File: config.mk
export PLATFORM = sky130hd
export DESIGN_NAME = gcd_unit
export DESIGN_NICKNAME = d
export VERILOG_FILES = /design/src/rtl/gcd_pkg.sv /design/src/rtl/gcd_dp.sv /design/src/rtl/gcd_unit.sv
export SDC_FILE = /design/constraint.sdc
export NUM_CORES = 1
export LEC_CHECK = 0
export BUFFER_PORTS_ARGS = -buffer_cell sky130_fd_sc_hd__buf_2
export CAP_MARGIN = 25
export CORE_MARGIN = 2
export CORE_UTILIZATION = 29
export DETAILED_ROUTE_END_ITERATION = 10
export PLACE_DENSITY = 0.56
export SETUP_SLACK_MARGIN = 0.3
export SLEW_MARGIN = 40
export SYNTH_ARGS = -nofsm -noshare
export SYNTH_HDL_FRONTEND = slang
export SYNTH_SLANG_ARGS = --single-unit
File: constraint.sdc
create_clock -name clk -period 3.7 [get_ports clk]
set_clock_uncertainty 0.1 [all_clocks]
set_input_delay 0.37 -clock clk [delete_from_list [all_inputs] [get_ports clk]]
set_output_delay 0.37 -clock clk [all_outputs]
set_load 0.05 [all_outputs]
File: src/rtl/gcd_pkg.sv
// Shared definitions for the GCD engine: FSM encoding, datapath mux selects
// and the comparator result bundle.
package gcd_pkg;

  localparam logic [1:0] ST_IDLE = 2'd0;
  localparam logic [1:0] ST_CALC = 2'd1;
  localparam logic [1:0] ST_DONE = 2'd2;

  // Operand register input select: external operand or subtractor output.
  localparam logic SEL_LOAD = 1'b0;
  localparam logic SEL_DIFF = 1'b1;

  typedef struct packed {
    logic gt;
    logic lt;
    logic eq;
  } cmp_t;

endpackage

File: src/rtl/gcd_dp.sv
// GCD datapath: A/B operand registers, swap-muxed subtractor and comparator.
// The larger operand is always the minuend, so the difference never wraps.
module gcd_dp
  import gcd_pkg::*;
#(
  parameter int WIDTH = 16
) (
  input  logic             clk,
  input  logic             rst_n,
  input  logic             ld_a,
  input  logic             ld_b,
  input  logic             sel,
  input  logic [WIDTH-1:0] a_in,
  input  logic [WIDTH-1:0] b_in,
  output logic [WIDTH-1:0] a_val,
  output cmp_t             cmp
);

  logic [WIDTH-1:0] a_q;
  logic [WIDTH-1:0] b_q;
  logic [WIDTH-1:0] minuend;
  logic [WIDTH-1:0] subtrahend;
  logic [WIDTH-1:0] diff;

  assign cmp.gt = (a_q > b_q);
  assign cmp.lt = (a_q < b_q);
  assign cmp.eq = !cmp.gt && !cmp.lt;

  assign minuend    = cmp.gt ? a_q : b_q;
  assign subtrahend = cmp.gt ? b_q : a_q;
  assign diff       = minuend - subtrahend;

  always_ff @(posedge clk or negedge rst_n) begin
    if (!rst_n) begin
      a_q <= '0;
      b_q <= '0;
    end else begin
      if (ld_a) a_q <= (sel == SEL_DIFF) ? diff : a_in;
      if (ld_b) b_q <= (sel == SEL_DIFF) ? diff : b_in;
    end
  end

  assign a_val = a_q;

endmodule

File: src/rtl/gcd_unit.sv
// GCD engine top: start/done controller, saturating subtraction counter and
// result register around the gcd_dp datapath. One subtraction per clock.
module gcd_unit
  import gcd_pkg::*;
#(
  parameter int WIDTH = 16,
  parameter int CNT_W = WIDTH
) (
  input  logic             clk,
  input  logic             rst_n,
  input  logic             start,
  input  logic [WIDTH-1:0] a_in,
  input  logic [WIDTH-1:0] b_in,
  output logic             busy,
  output logic             done,
  output logic [WIDTH-1:0] result,
  output logic [CNT_W-1:0] iter_count
);

  localparam logic [CNT_W-1:0] CNT_ONE = {{(CNT_W-1){1'b0}}, 1'b1};

  logic [1:0]       state;
  logic             ld_a;
  logic             ld_b;
  logic             sel;
  logic             zero_op;
  logic [WIDTH-1:0] a_val;
  cmp_t             cmp;

  gcd_dp #(.WIDTH(WIDTH)) u_dp (
    .clk   (clk),
    .rst_n (rst_n),
    .ld_a  (ld_a),
    .ld_b  (ld_b),
    .sel   (sel),
    .a_in  (a_in),
    .b_in  (b_in),
    .a_val (a_val),
    .cmp   (cmp)
  );

  assign zero_op = (a_in == '0) || (b_in == '0);

  always_comb begin
    ld_a = 1'b0;
    ld_b = 1'b0;
    sel  = SEL_LOAD;
    case (state)
      ST_IDLE: begin
        if (start && !zero_op) begin
          ld_a = 1'b1;
          ld_b = 1'b1;
        end
      end
      ST_CALC: begin
        if (cmp.gt) begin
          ld_a = 1'b1;
          sel  = SEL_DIFF;
        end else if (cmp.lt) begin
          ld_b = 1'b1;
          sel  = SEL_DIFF;
        end
      end
      default: ;
    endcase
  end

  // Zero operands bypass CALC: gcd(x,0)=x, gcd(0,0)=0.
  always_ff @(posedge clk or negedge rst_n) begin
    if (!rst_n) begin
      state      <= ST_IDLE;
      result     <= '0;
      iter_count <= '0;
    end else begin
      case (state)
        ST_IDLE: begin
          if (start) begin
            iter_count <= '0;
            if (zero_op) begin
              result <= (a_in == '0) ? b_in : a_in;
              state  <= ST_DONE;
            end else begin
              state <= ST_CALC;
            end
          end
        end
        ST_CALC: begin
          if (cmp.eq) begin
            result <= a_val;
            state  <= ST_DONE;
          end else if (!(&iter_count)) begin
            iter_count <= iter_count + CNT_ONE;
          end
        end
        ST_DONE: state <= ST_IDLE;
        default: state <= ST_IDLE;
      endcase
    end
  end

  assign busy = (state != ST_IDLE);
  assign done = (state == ST_DONE);

endmodule

### Word-level counts from Yosys, hierarchy flattened

Cells that the tools add are included.

| word-level totals | value |
|---|---|
| flip-flop bits (word level) | 66 |
| input port bits | 35 |
| output and inout port bits | 34 |
| logic and storage cells | 56 |

| operators by class | value |
|---|---|
| $add $sub $neg | 2 |
| order comparisons | 2 |
| eq/ne operators | 7 |
| muxes and demuxes | 25 |
| reduce and logical (&&, ||, !) cells | 15 |

Operators by type and width:

| operator | number |
|---|---|
| $mux 16 | 11 |
| $pmux 16 s2 | 2 |
| $logic_not 16->1 | 2 |
| $add 16x1->16 const B | 1 |
| $gt 16x16->1 | 1 |
| $lt 16x16->1 | 1 |
| $reduce_and 16->1 | 1 |
| $sub 16x16->16 | 1 |
| $ne 2x2->1 const B | 5 |
| $reduce_and 4->1 | 2 |
| $mux 1 | 6 |
| $mux 2 | 3 |
| $pmux 1 s2 | 2 |
| $pmux 2 s2 | 1 |
| $reduce_bool 2->1 | 2 |
| $logic_not 1->1 | 3 |
| $eq 2x1->1 const B | 1 |
| $eq 2x2->1 const B | 1 |
| $logic_and 1x1->1 | 2 |
| $logic_not 2->1 | 1 |
| $reduce_and 2->1 | 1 |
| $logic_or 1x1->1 | 1 |

### Depth between registers and ports, before layout

Gate-level depths: netlist of run 1.

| depth | value |
|---|---|
| depth after elaboration | 6 |
| gate-level depth with buffers | 18 |
| depth with buffers taken out | 16 |

### By module

Synthesis of run 1 repeated with hierarchy kept, for this count alone.

| unflattened totals | value |
|---|---|
| cells, all modules | 574 |
| area, all modules | 4842.1 µm² |

By module, submodules not included:

| module | times used | cells an instance | area an instance (µm²) | sequential area each (µm²) |
|---|---|---|---|---|
| gcd_dp | 1 | 358 | 2819.0 | 800.8 |
| gcd_unit | 1 | 216 | 2023.2 | 850.8 |

### Worst setup path before layout of run 1

Ideal clock, no wire load.

| path | value |
|---|---|
| path type | flip-flop to flip-flop |
| start | register u_dp.a_q[10] (netlist: u_dp.a_val[10]) |
| end | register u_dp.a_q[14] (netlist: u_dp.a_val[14]) |
| setup time | 0.082 ns |
| arrival | 3.541 ns |
| data required time | 3.518 ns |
| setup slack | -0.023 ns |
| stages on the path, launching flop included | 18 |
| path buffers | 2 |
| period minus slack after synthesis | 3.723 ns |
| cell sequence | dfrtp_1 > ha_1 > buf_2 > nand4_2 > or2_4 > a211o_1 > a31oi_2 > buf_6 > mux2i_2 > ha_1 > nor2_1 > mux2_2 > o21ai_0 > o21ai_0 > a31oi_1 > nor3_1 > nand3b_1 > a31oi_1 |

| between the ends | value |
|---|---|
| longest elaborated chain between the ends | 5 |
| elaborated cells between the ends (all ways) | 11 |
| classes of those cells | 1 x add/sub; 2 x order compare; 8 x mux |

Ends and longest elaborated chain:

| item | RTL line | text |
|---|---|---|
| from (decl) | gcd_dp.sv:19 | `logic [WIDTH-1:0] a_q;` |
| from (signal assigned) | gcd_dp.sv:38 | `if (ld_a) a_q <= (sel == SEL_DIFF) ? diff : a_in;` |
| parallel branches: the longest is 5 deep, another holds $gt 16x16->1 | n/a |  |

Parallel ways; which one is timed is not known.
A chain may end at the register's enable or synchronous reset.

### Final worst setup path of run 1

| path | value |
|---|---|
| start | register u_dp.b_q[11] |
| end | register u_dp.a_q[10] (netlist: u_dp.a_val[10]) |

| between the ends | value |
|---|---|
| longest elaborated chain between the ends | 5 |
| elaborated cells between the ends (all ways) | 11 |
| classes of those cells | 1 x add/sub; 2 x order compare; 8 x mux |

Ends and longest elaborated chain:

| item | RTL line | text |
|---|---|---|
| from (decl) | gcd_dp.sv:20 | `logic [WIDTH-1:0] b_q;` |
| from (signal assigned) | gcd_dp.sv:39 | `if (ld_b) b_q <= (sel == SEL_DIFF) ? diff : b_in;` |
| parallel branches: the longest is 5 deep, another holds $gt 16x16->1 | n/a |  |

Parallel ways; which one is timed is not known.

==> results of run 1 <==
what timing repair did:
action,4_1_cts,5_1_grt
hold buffers,1,0
endpoints found under the setup margin,21,32
endpoints found under the hold margin,39,0
gates cloned,0,3
pin swaps,21,24
buffers inserted,16,14
resized for setup,24,38
registers in the layout, summed over array words and instances (netlist names):
register,cells
iter_count,16
result,16
u_dp.a_val,16
u_dp.b_q,16
state,2
kinds of logic (layout without fill, tap and decap cells):
| logic type | Yosys count | count (layout) | share of synthesized area |
|---|---|---|---|
| buffers and inverters | 53 | 178 | 0.0488 |
| and+or+nand+nor | 239 | 239 | 0.244 |
| muxes | 13 | 13 | 0.0304 |
| AOI/OAI and AO/OA | 155 | 155 | 0.211 |
| adders and majority gates | 18 | 18 | 0.0502 |
| xor gates and xnor gates | 25 | 25 | 0.0488 |
| DFF | 66 | 66 | 0.368 |
tightest hold or removal path, delay by kind of cell:
family | cells | cell delay, ps
buffers and inverters | 1 | 110
AO/OA/AOI/OAI | 1 | 80
AND/OR/NAND/NOR | 1 | 50
final cells by class:
type / instances / area, um2 / share of cell area
Clock buffer: 10 / 229 / 0.0372
Clock inverter: 6 / 42.5 / 0.00690
Inverter: 21 / 78.8 / 0.0128
Multi-Input combinational cell: 450 / 2970 / 0.482
Sequential cell: 66 / 1650 / 0.268
Tap cell: 188 / 235 / 0.0382
Timing Repair Buffer: 141 / 956 / 0.155
Yosys cell counts, drive strengths merged (9+ instances only):
library cell,n,share of area
nand2,84,0.070
nor2,80,0.067
dfrtp,66,0.37
a21oi,63,0.070
o21ai,32,0.036
clkbuf,24,0.020
a31oi,23,0.035
inv,21,0.018
ha,18,0.050
xor2,18,0.035
nand3,12,0.013
mux2i,11,0.025
nor2b,11,0.015
nand2b,9,0.013
nand4,9,0.014
nor4,9,0.016
routing by layer:
metal,GRT usage,vias up,part of all wire
met2,0.309,194,0.47
met3,0.0520,29,0.079
met1,0.238,2268,0.43
li1,-,2242,-
met4,0.0588,0,0.019
met5,0,-,0
per-stage QoR:
| step | setup TNS, ps | setup WS (ps) | utilization | hold slack (ps) | area (um2) |
|---|---|---|---|---|---|
| 3_3_place_gp | 0 | 56.8 | 0.349 | 364 | 5280 |
| 5_1_grt | 0 | 66.7 | 0.407 | 227 | 6160 |
| 2_1_floorplan | 0 | 243 | - | -25.6 | 4570 |
| 6_report | 0 | 213 | 0.407 | 216 | 6160 |
| 4_1_cts | 0 | 102 | 0.383 | 203 | 5810 |
| 3_5_place_dp | -94.2 | -51.4 | 0.349 | 308 | 5280 |
how the worst max path moves through the flow:
stage,end,cells past startpoint,slack (ps),start
after CTS,u_dp.a_val[10]$_DFFE_PN0P_,15,100,u_dp.a_val[10]$_DFFE_PN0P_
after floorplan,u_dp.a_val[10]$_DFFE_PN0P_,18,240,u_dp.b_q[9]$_DFFE_PN0P_
after detailed placement,u_dp.a_val[15]$_DFFE_PN0P_,14,-50,u_dp.b_q[9]$_DFFE_PN0P_
after global routing,u_dp.a_val[10]$_DFFE_PN0P_,16,70,u_dp.b_q[11]$_DFFE_PN0P_
after global placement,u_dp.b_q[12]$_DFFE_PN0P_,14,60,u_dp.b_q[9]$_DFFE_PN0P_
final,u_dp.a_val[10]$_DFFE_PN0P_,16,210,u_dp.b_q[11]$_DFFE_PN0P_
==> results.md, run 1 <==
* Status: finished, final reports clean
* Gr usage total at 0.187
* Top delay family on crit path: compound AO/OA/AOI/OAI gates
* Syn_nets at 622
* Die area at 16,500 um2
* DP Cell Count at 832
* Largest net degree at the start of global routing at 41
* First-pass GRT wire length at 23,800 um
* Max_cap viols at 0
* Reg-to-reg startpoint: u_dp.b_q[11]$_DFFE_PN0P_
* Crit path buffers/inverters at 1
* WP data arrival at 3640 ps
* Post-synth EDFFs at 0
* Highest-count cells in the layout ignoring fill and taps: nand2_1 (83), nor2_1 (79), buf_2 (67)
* Register bit total from synthesis at 66
* Worst-path clk slew at 60 ps
* Port buffer count at 68
* Commonest non-fill, non-tap cell in the layout: nand2_1
* Worst-skew pair later-pin latency at 340 ps
* Synthesized area at 4490 um2
* Overflow after GRT at 0
* Drt pass-1 iters at 4
* Synth-to-Final Area Change at 37.2%
* DRC viols at 0
* R2R Setup Slk at 210 ps
* Hold depth at 3
* Drt initial violations at 260
* Critical path's slowest cell: dfrtp_1
* Slew Limit Fails at 0
* Syn Area/Cell at 7.89 um2
* Crit path required time at 3860 ps
* Post-Layout Cell Count at 882
* FFs w/ async S/R, synth at 1.00
* Total CTS buffers at 9
* Filler cells at 1,492
* # IOs at 69
* R2R depth at 16
* Critical R2R Capture: u_dp.a_val[10]$_DFFE_PN0P_
* N_diodes at 0
* Type of the worst min-delay path: input port to flop
* Final ANT Viol Nets at 0
* Unrepaired setup endpoints after global routing: yes
* DR vias at 4,733
* H-tree levels at 3
* Initial antenna violation count at 0
* Vias in the first global route at 4,456
* Post-synthesis sequential area ratio at 0.368
* Routed len/inst at 17.7 um
* Final #Nets at 742
* Crit-path max cell delay at 350 ps
* CTS tree: done
* Hold wc startpoint: a_in[12]
* CTS sink cnt at 66
* Starting Density at 0.296
* Hold endpoint: u_dp.a_val[12]$_DFFE_PN0P_
* Vias per cell at 5.37
* Last weighted congestion value of the routability-driven placer at 0.898
* CP Capture Type: flop
* Layout cell share with drive strength beyond 1 at 0.305
* Startpoint Class: flop
* Endpoints failing setup at 0
* Yosys Warn Count at 0
* Crit path time final at 3490 ps
* HPWL after DPL at 11,300 um
* Top_reg_cell synth: dfrtp_1
* Crit-path max FO at 3
* Core footprint at 15,100 um2
* Measured slew at the worst slew-check pin at 742 ps
* Hold Vio Cnt, Final at 0
* Fin crit share at 0.942
* Die H at 128 um
* CTS Buffer Depth at 2
* Cells after Synth at 569
* Root Buffer: clkbuf_16
* Max Fclk at 287 MHz
* Die W at 128 um
* Critical path, cell by cell: inv_1 > ha_4 > nand4_4 > or2_4 > a211o_1 > a31oi_4 > mux2i_2 > ha_2 > nor2_1 > mux2_4 > o21ai_4 > o21bai_4 > a21oi_2 > xor2_1 > nand2_1 > a31oi_1
* Critical path class: flop to flop
* Slew margin rel. at 0.501
* Synth cell types at 57
* Routed Wire Length at 15,600 um
* Core Rows at 45
Power of run 1 is left out: the tool's default activity adds up to more than one toggle a clock period on the data nets, which glitch-free logic cannot reach.
==> inputs of run 2 (changes only) <==
--- a/config.mk
+++ b/config.mk
@@ -10,7 +10,7 @@
 export CORE_MARGIN = 2
 export CORE_UTILIZATION = 29
 export DETAILED_ROUTE_END_ITERATION = 10
-export PLACE_DENSITY = 0.56
+export PLACE_DENSITY = 0.5
 export SETUP_SLACK_MARGIN = 0.3
 export SLEW_MARGIN = 40
 export SYNTH_ARGS = -nofsm -noshare
==> run 2 against run 1 <==
Compared with the run above:
- global-route usage grew 0.44 points
- sequential cell count did not move
- largest cell class unchanged
- sequential share of layout area up 0.24 points
==> results.md, run 2 (synthesis results as in run 1) <==
* Startpoint Class: flop
* Worst-path clk slew at 60 ps (about the same)
* Slew Limit Fails at 0 (unchanged)
* Core footprint at 15,100 um2 (unchanged)
* Final ANT Viol Nets at 0 (unchanged)
* DRC viols at 0 (unchanged)
* Max_cap viols at 0 (unchanged)
* Worst-skew pair later-pin latency at 350 ps (about the same)
* Vias in the first global route at 4,301 (-3.5%)
* Final #Nets at 738 (-0.54%)
* Commonest non-fill, non-tap cell in the layout: nand2_1
* Critical path class: flop to flop
* HPWL after DPL at 11,600 um (+2.0%)
* Drt initial violations at 294 (+13%)
* Crit path required time at 3870 ps (about the same)
* Crit-path max FO at 3 (unchanged)
* Initial antenna violation count at 0 (unchanged)
* Die area at 16,500 um2 (unchanged)
* WP data arrival at 3730 ps (+90 ps)
* Crit path time final at 3560 ps (+72.1 ps)
* Fin crit share at 0.962 (+0.0195)
* DR vias at 4,609 (-2.6%)
* Unrepaired setup endpoints after global routing: yes
* Measured slew at the worst slew-check pin at 712 ps (-29.9 ps)
* Port buffer count at 68 (unchanged)
* Routed len/inst at 17.6 um (-0.70%)
* # IOs at 69 (unchanged)
* Routed Wire Length at 15,400 um (-1.1%)
* First-pass GRT wire length at 24,000 um (+1.0%)
* Total CTS buffers at 9 (unchanged)
* Largest net degree at the start of global routing at 39 (-4.9%)
* Layout cell share with drive strength beyond 1 at 0.287 (-0.0185)
* Last weighted congestion value of the routability-driven placer at 0.880 (-2.0%)
* Hold Vio Cnt, Final at 0 (unchanged)
* Die H at 128 um (unchanged)
* Max Fclk at 281 MHz (-2.0%)
* Status: finished, final reports clean
* Gr usage total at 0.191 (+0.00440)
* Die W at 128 um (unchanged)
* Type of the worst min-delay path: input port to flop
* CTS tree: done
* Core Rows at 45 (unchanged)
* Vias per cell at 5.25 (-2.2%)
* Root Buffer: clkbuf_16
* H-tree levels at 3 (unchanged)
* Drt pass-1 iters at 5 (+1)
* Worst hold slack at 197 ps (-19.1 ps)
* Starting Density at 0.296 (unchanged)
* CP Capture Type: flop
* CTS Buffer Depth at 2 (unchanged)
* Endpoints failing setup at 0 (unchanged)
* Overflow after GRT at 0 (unchanged)
* Slew margin rel. at 0.525 (+0.0245)
* Synth-to-Final Area Change at 35.9%
* Highest-count cells in the layout ignoring fill and taps: nand2_1 (83), nor2_1 (78), buf_2 (68)
* CTS sink cnt at 66 (unchanged)
* N_diodes at 0 (unchanged)
run 2: changes by cell type in the layout (fill, tap and decap cells not counted), sizes merged:
cell and change:
clkbuf -1, clkinv -2, buf -4, bufinv +2, bufbuf +1
run 2: path summary, 6_finish.rpt:
path | startpoint | end | slack (ps) | cells past startpoint
worst max register to register | u_dp.b_q[14]$_DFFE_PN0P_ | u_dp.a_val[14]$_DFFE_PN0P_ | 140 | 16
worst max-delay path | u_dp.b_q[14]$_DFFE_PN0P_ | u_dp.a_val[14]$_DFFE_PN0P_ | 140 | 16
max in group asynchronous | rst_n | u_dp.b_q[8]$_DFFE_PN0P_ | 2020 | 3
worst min-delay path | a_in[11] | u_dp.a_val[11]$_DFFE_PN0P_ | 200 | 3
worst min register to register | result[15]$_DFFE_PN0P_ | result[15]$_DFFE_PN0P_ | 380 | 2
min in group asynchronous | rst_n | iter_count[0]$_DFFE_PN0P_ | 510 | 2
run 2: layer usage:
metal	global-route usage	vias up	wire, um
li1	-	2225	-
met2	0.309	144	7240
met5	0	-	0
met3	0.0412	26	920
met1	0.258	2214	6960
met4	0.0575	0	316
run 2: layout make-up:
type,instances,area [um2]
fill,1517,9040
multi-input combinational,450,2890
sequential,66,1650
timing repair buffer,137,923
clock buffer,10,239
tap,188,235
clock inverter,6,88.8
inverter,21,78.8
run 2: timing repair:
item	4_1_cts	5_1_grt
hold buffers	1	0
cloned	1	1
setup buffers	10	8
setup endpoints to repair	20	34
gates resized for setup	19	27
endpoints found under the hold margin	13	0
pin swaps	13	18
run 2: stage by stage:
stage          utilization  area (um2)  std cells  worst slack, ps  setup TNS (ps)
6_report             0.403        6100        878              141               0
5_1_grt              0.403        6100        878            -38.9           -72.8
4_1_cts              0.389        5900        869              128               0
3_5_place_dp         0.353        5350        841            -12.4           -23.6
3_3_place_gp         0.353        5350        841             86.7               0
2_1_floorplan            -        4570        569              243               0
run 2: critical path: stages (launching register included):
cell and delay (ps):
dfrtp_1 380, inv_2 60, ha_4 260, nand4_1 130, or2_4 290, a211o_1 280
a31oi_4 200, mux2i_2 270, ha_2 210, nor2_1 40, mux2_4 290, o21ai_4 200
o21ai_2 110, a31oi_2 250, nor3_2 50, nand3b_1 180, a31oi_1 160
Power of run 2 is left out for the same reason.
==> inputs of run 3 (changes only) <==
--- a/config.mk
+++ b/config.mk
@@ -10,6 +10,7 @@
 export CORE_MARGIN = 2
 export CORE_UTILIZATION = 29
 export DETAILED_ROUTE_END_ITERATION = 10
+export MAX_ROUTING_LAYER = met4
 export PLACE_DENSITY = 0.5
 export SETUP_SLACK_MARGIN = 0.3
 export SLEW_MARGIN = 40
==> run 3 against run 2 <==
Compared with the run above:
- global-route usage rose by 1.3 points
- wire length grew 1.9%
- fmax increased by 0.11%
- die area unchanged
- final cell count rose by 0.57%
- critical path type unchanged
- critical endpoint unchanged
- largest cell class unchanged
==> results.md, run 3 (synthesis results as in run 1) <==
* Status: finished, final reports clean
* Gr usage total at 0.204 (+0.0130)
* Startpoint Class: flop
* R2R Setup Slk at 140 ps (about the same)
* Reg-to-reg startpoint: u_dp.a_val[14]$_DFFE_PN0P_
* Multi-input gate area at 2940 um2 (+1.8%)
* Register area at 1650 um2 (about the same)
* CTS tree: done
* Core footprint at 15,100 um2 (unchanged)
* Setup ws final at 145 ps (+3.89 ps)
* Hold depth at 3 (unchanged)
* Crit path required time at 3870 ps (about the same)
* Unrepaired setup endpoints after global routing: yes
* Largest net degree at the start of global routing at 46 (+18%)
* Routed len/inst at 17.8 um (+1.3%)
* Vias in the first global route at 4,563 (+6.1%)
* H-tree levels at 3 (unchanged)
* Root Buffer: clkbuf_16
* Layout cell share with drive strength beyond 1 at 0.298 (+0.0109)
* Starting Density at 0.296 (unchanged)
* Fin crit share at 0.961 (-0.00105)
* Hold Vio Cnt, Final at 0 (unchanged)
* Port buffer count at 68 (unchanged)
* Die H at 128 um (unchanged)
* Max Fclk at 281 MHz (+0.11%)
* Final #Nets at 743 (+0.68%)
* Critical path class: flop to flop
* DR vias at 4,596 (-0.28%)
* Commonest non-fill, non-tap cell in the layout: nand2_1
* Die W at 128 um (unchanged)
* Die area at 16,500 um2 (unchanged)
* DRC viols at 0 (unchanged)
* HPWL after DPL at 11,600 um (+0.30%)
* Filler cells at 1,563 (+3.0%)
* Type of the worst min-delay path: input port to flop
* Drt initial violations at 245 (-17%)
* Hold endpoint: u_dp.a_val[5]$_DFFE_PN0P_
* CP Capture Type: flop
* Max_cap viols at 0 (unchanged)
* Crit-path max FO at 3 (unchanged)
* Core Rows at 45 (unchanged)
* Worst-skew pair later-pin latency at 350 ps (about the same)
* Overflow after GRT at 0 (unchanged)
* DP Cell Count at 839 (-0.24%)
* Setup WS pre-CTS at -37.5 ps (-25.1 ps)
* Final ANT Viol Nets at 0 (unchanged)
* Drt pass-1 iters at 4 (-1)
* Worst-path clk slew at 60 ps (about the same)
* Hold wc startpoint: a_in[5]
* Initial antenna violation count at 0 (unchanged)
* R2R depth at 15 (-1)
* Slew Limit Fails at 0 (unchanged)
* Critical R2R Capture: u_dp.a_val[14]$_DFFE_PN0P_
* CTS sink cnt at 66 (unchanged)
* Post-Layout Cell Count at 883 (+0.57%)
* First-pass GRT wire length at 25,000 um (+4.0%)
* Crit path time final at 3560 ps (-3.89 ps)
* N_diodes at 0 (unchanged)
* # IOs at 69 (unchanged)
* Routed Wire Length at 15,700 um (+1.9%)
* Total CTS buffers at 9 (unchanged)
* Last weighted congestion value of the routability-driven placer at 0.933 (+6.0%)
* Measured slew at the worst slew-check pin at 825 ps (+113 ps)
* CTS Buffer Depth at 2 (unchanged)
* Synth-to-Final Area Change at 37.2%
* Endpoints failing setup at 0 (unchanged)
* WP data arrival at 3720 ps (about the same)
* Highest-count cells in the layout ignoring fill and taps: nand2_1 (83), nor2_1 (78), buf_2 (68)
* Slew margin rel. at 0.450 (-0.0758)
* Final Core Density at 0.407 (+0.00397)
* Vias per cell at 5.20 (-0.85%)
==> run 3: cell types whose count changed in the layout (fill, tap and decap cells not counted), moves of 2 or more <==
cell    before  now
buf_4       63   66
buf_6        2    5
ha_1         8    6
xor2_1      17   15
xor2_2       1    3
==> run 3: worst max-delay path by stage <==
stage | startpoint | end | slack (ps) | cells past startpoint
after floorplan | u_dp.b_q[9]$_DFFE_PN0P_ | u_dp.a_val[10]$_DFFE_PN0P_ | 240 | 18
after global placement | u_dp.b_q[9]$_DFFE_PN0P_ | u_dp.a_val[15]$_DFFE_PN0P_ | 90 | 14
after detailed placement | u_dp.b_q[14]$_DFFE_PN0P_ | u_dp.b_q[15]$_DFFE_PN0P_ | -40 | 14
after CTS | u_dp.a_val[10]$_DFFE_PN0P_ | u_dp.b_q[14]$_DFFE_PN0P_ | 150 | 15
after global routing | u_dp.a_val[14]$_DFFE_PN0P_ | u_dp.b_q[14]$_DFFE_PN0P_ | -10 | 15
final | u_dp.a_val[14]$_DFFE_PN0P_ | u_dp.a_val[14]$_DFFE_PN0P_ | 140 | 15
==> run 3: what timing repair did <==
action,in CTS,in global routing
pin swaps,18,24
hold buffers,1,0
gates cloned,1,0
gates resized for setup,26,27
buffers inserted,21,5
endpoints found under the setup margin,24,32
endpoints found under the hold margin,21,0
==> run 3: metal layers <==
layer	part of all wire	routed length (um)	track usage
met3	0.056	875	0.0466
met1	0.44	6880	0.254
met4	0.020	321	0.0621
met5	0	0	-
met2	0.49	7650	0.332
==> run 3: critical path, stage by stage, from the launching register on <==
cell      delay [ps]
dfrtp_1          410
ha_4             280
nand4_1          120
or2_4            290
a211o_1          280
a31oi_4          220
mux2i_2          280
ha_2             210
nor2_1            50
mux2_4           300
o21ai_4          170
o21ai_2          110
a31oi_2          220
nor3_1            60
nand3b_1         180
a31oi_1          180
==> run 3: cell type report <==
cell class | instances | area share
Multi-Input combinational cell | 450 | 0.477
Sequential cell | 66 | 0.268
Timing Repair Buffer | 142 | 0.155
Clock buffer | 10 | 0.0388
Tap cell | 188 | 0.0382
Inverter | 21 | 0.0128
Clock inverter | 6 | 0.0106
==> run 3: metrics by stage <==
step | setup TNS (ps) | instance area, um2 | hold slack, ps
floorplan | 0 | 4570 | -25.6
global placement | 0 | 5330 | 293
detailed placement | -61.6 | 5330 | 292
CTS | 0 | 5980 | 193
global route | -13.4 | 6160 | 214
finish | 0 | 6160 | 194
Power of run 3 is left out for the same reason.
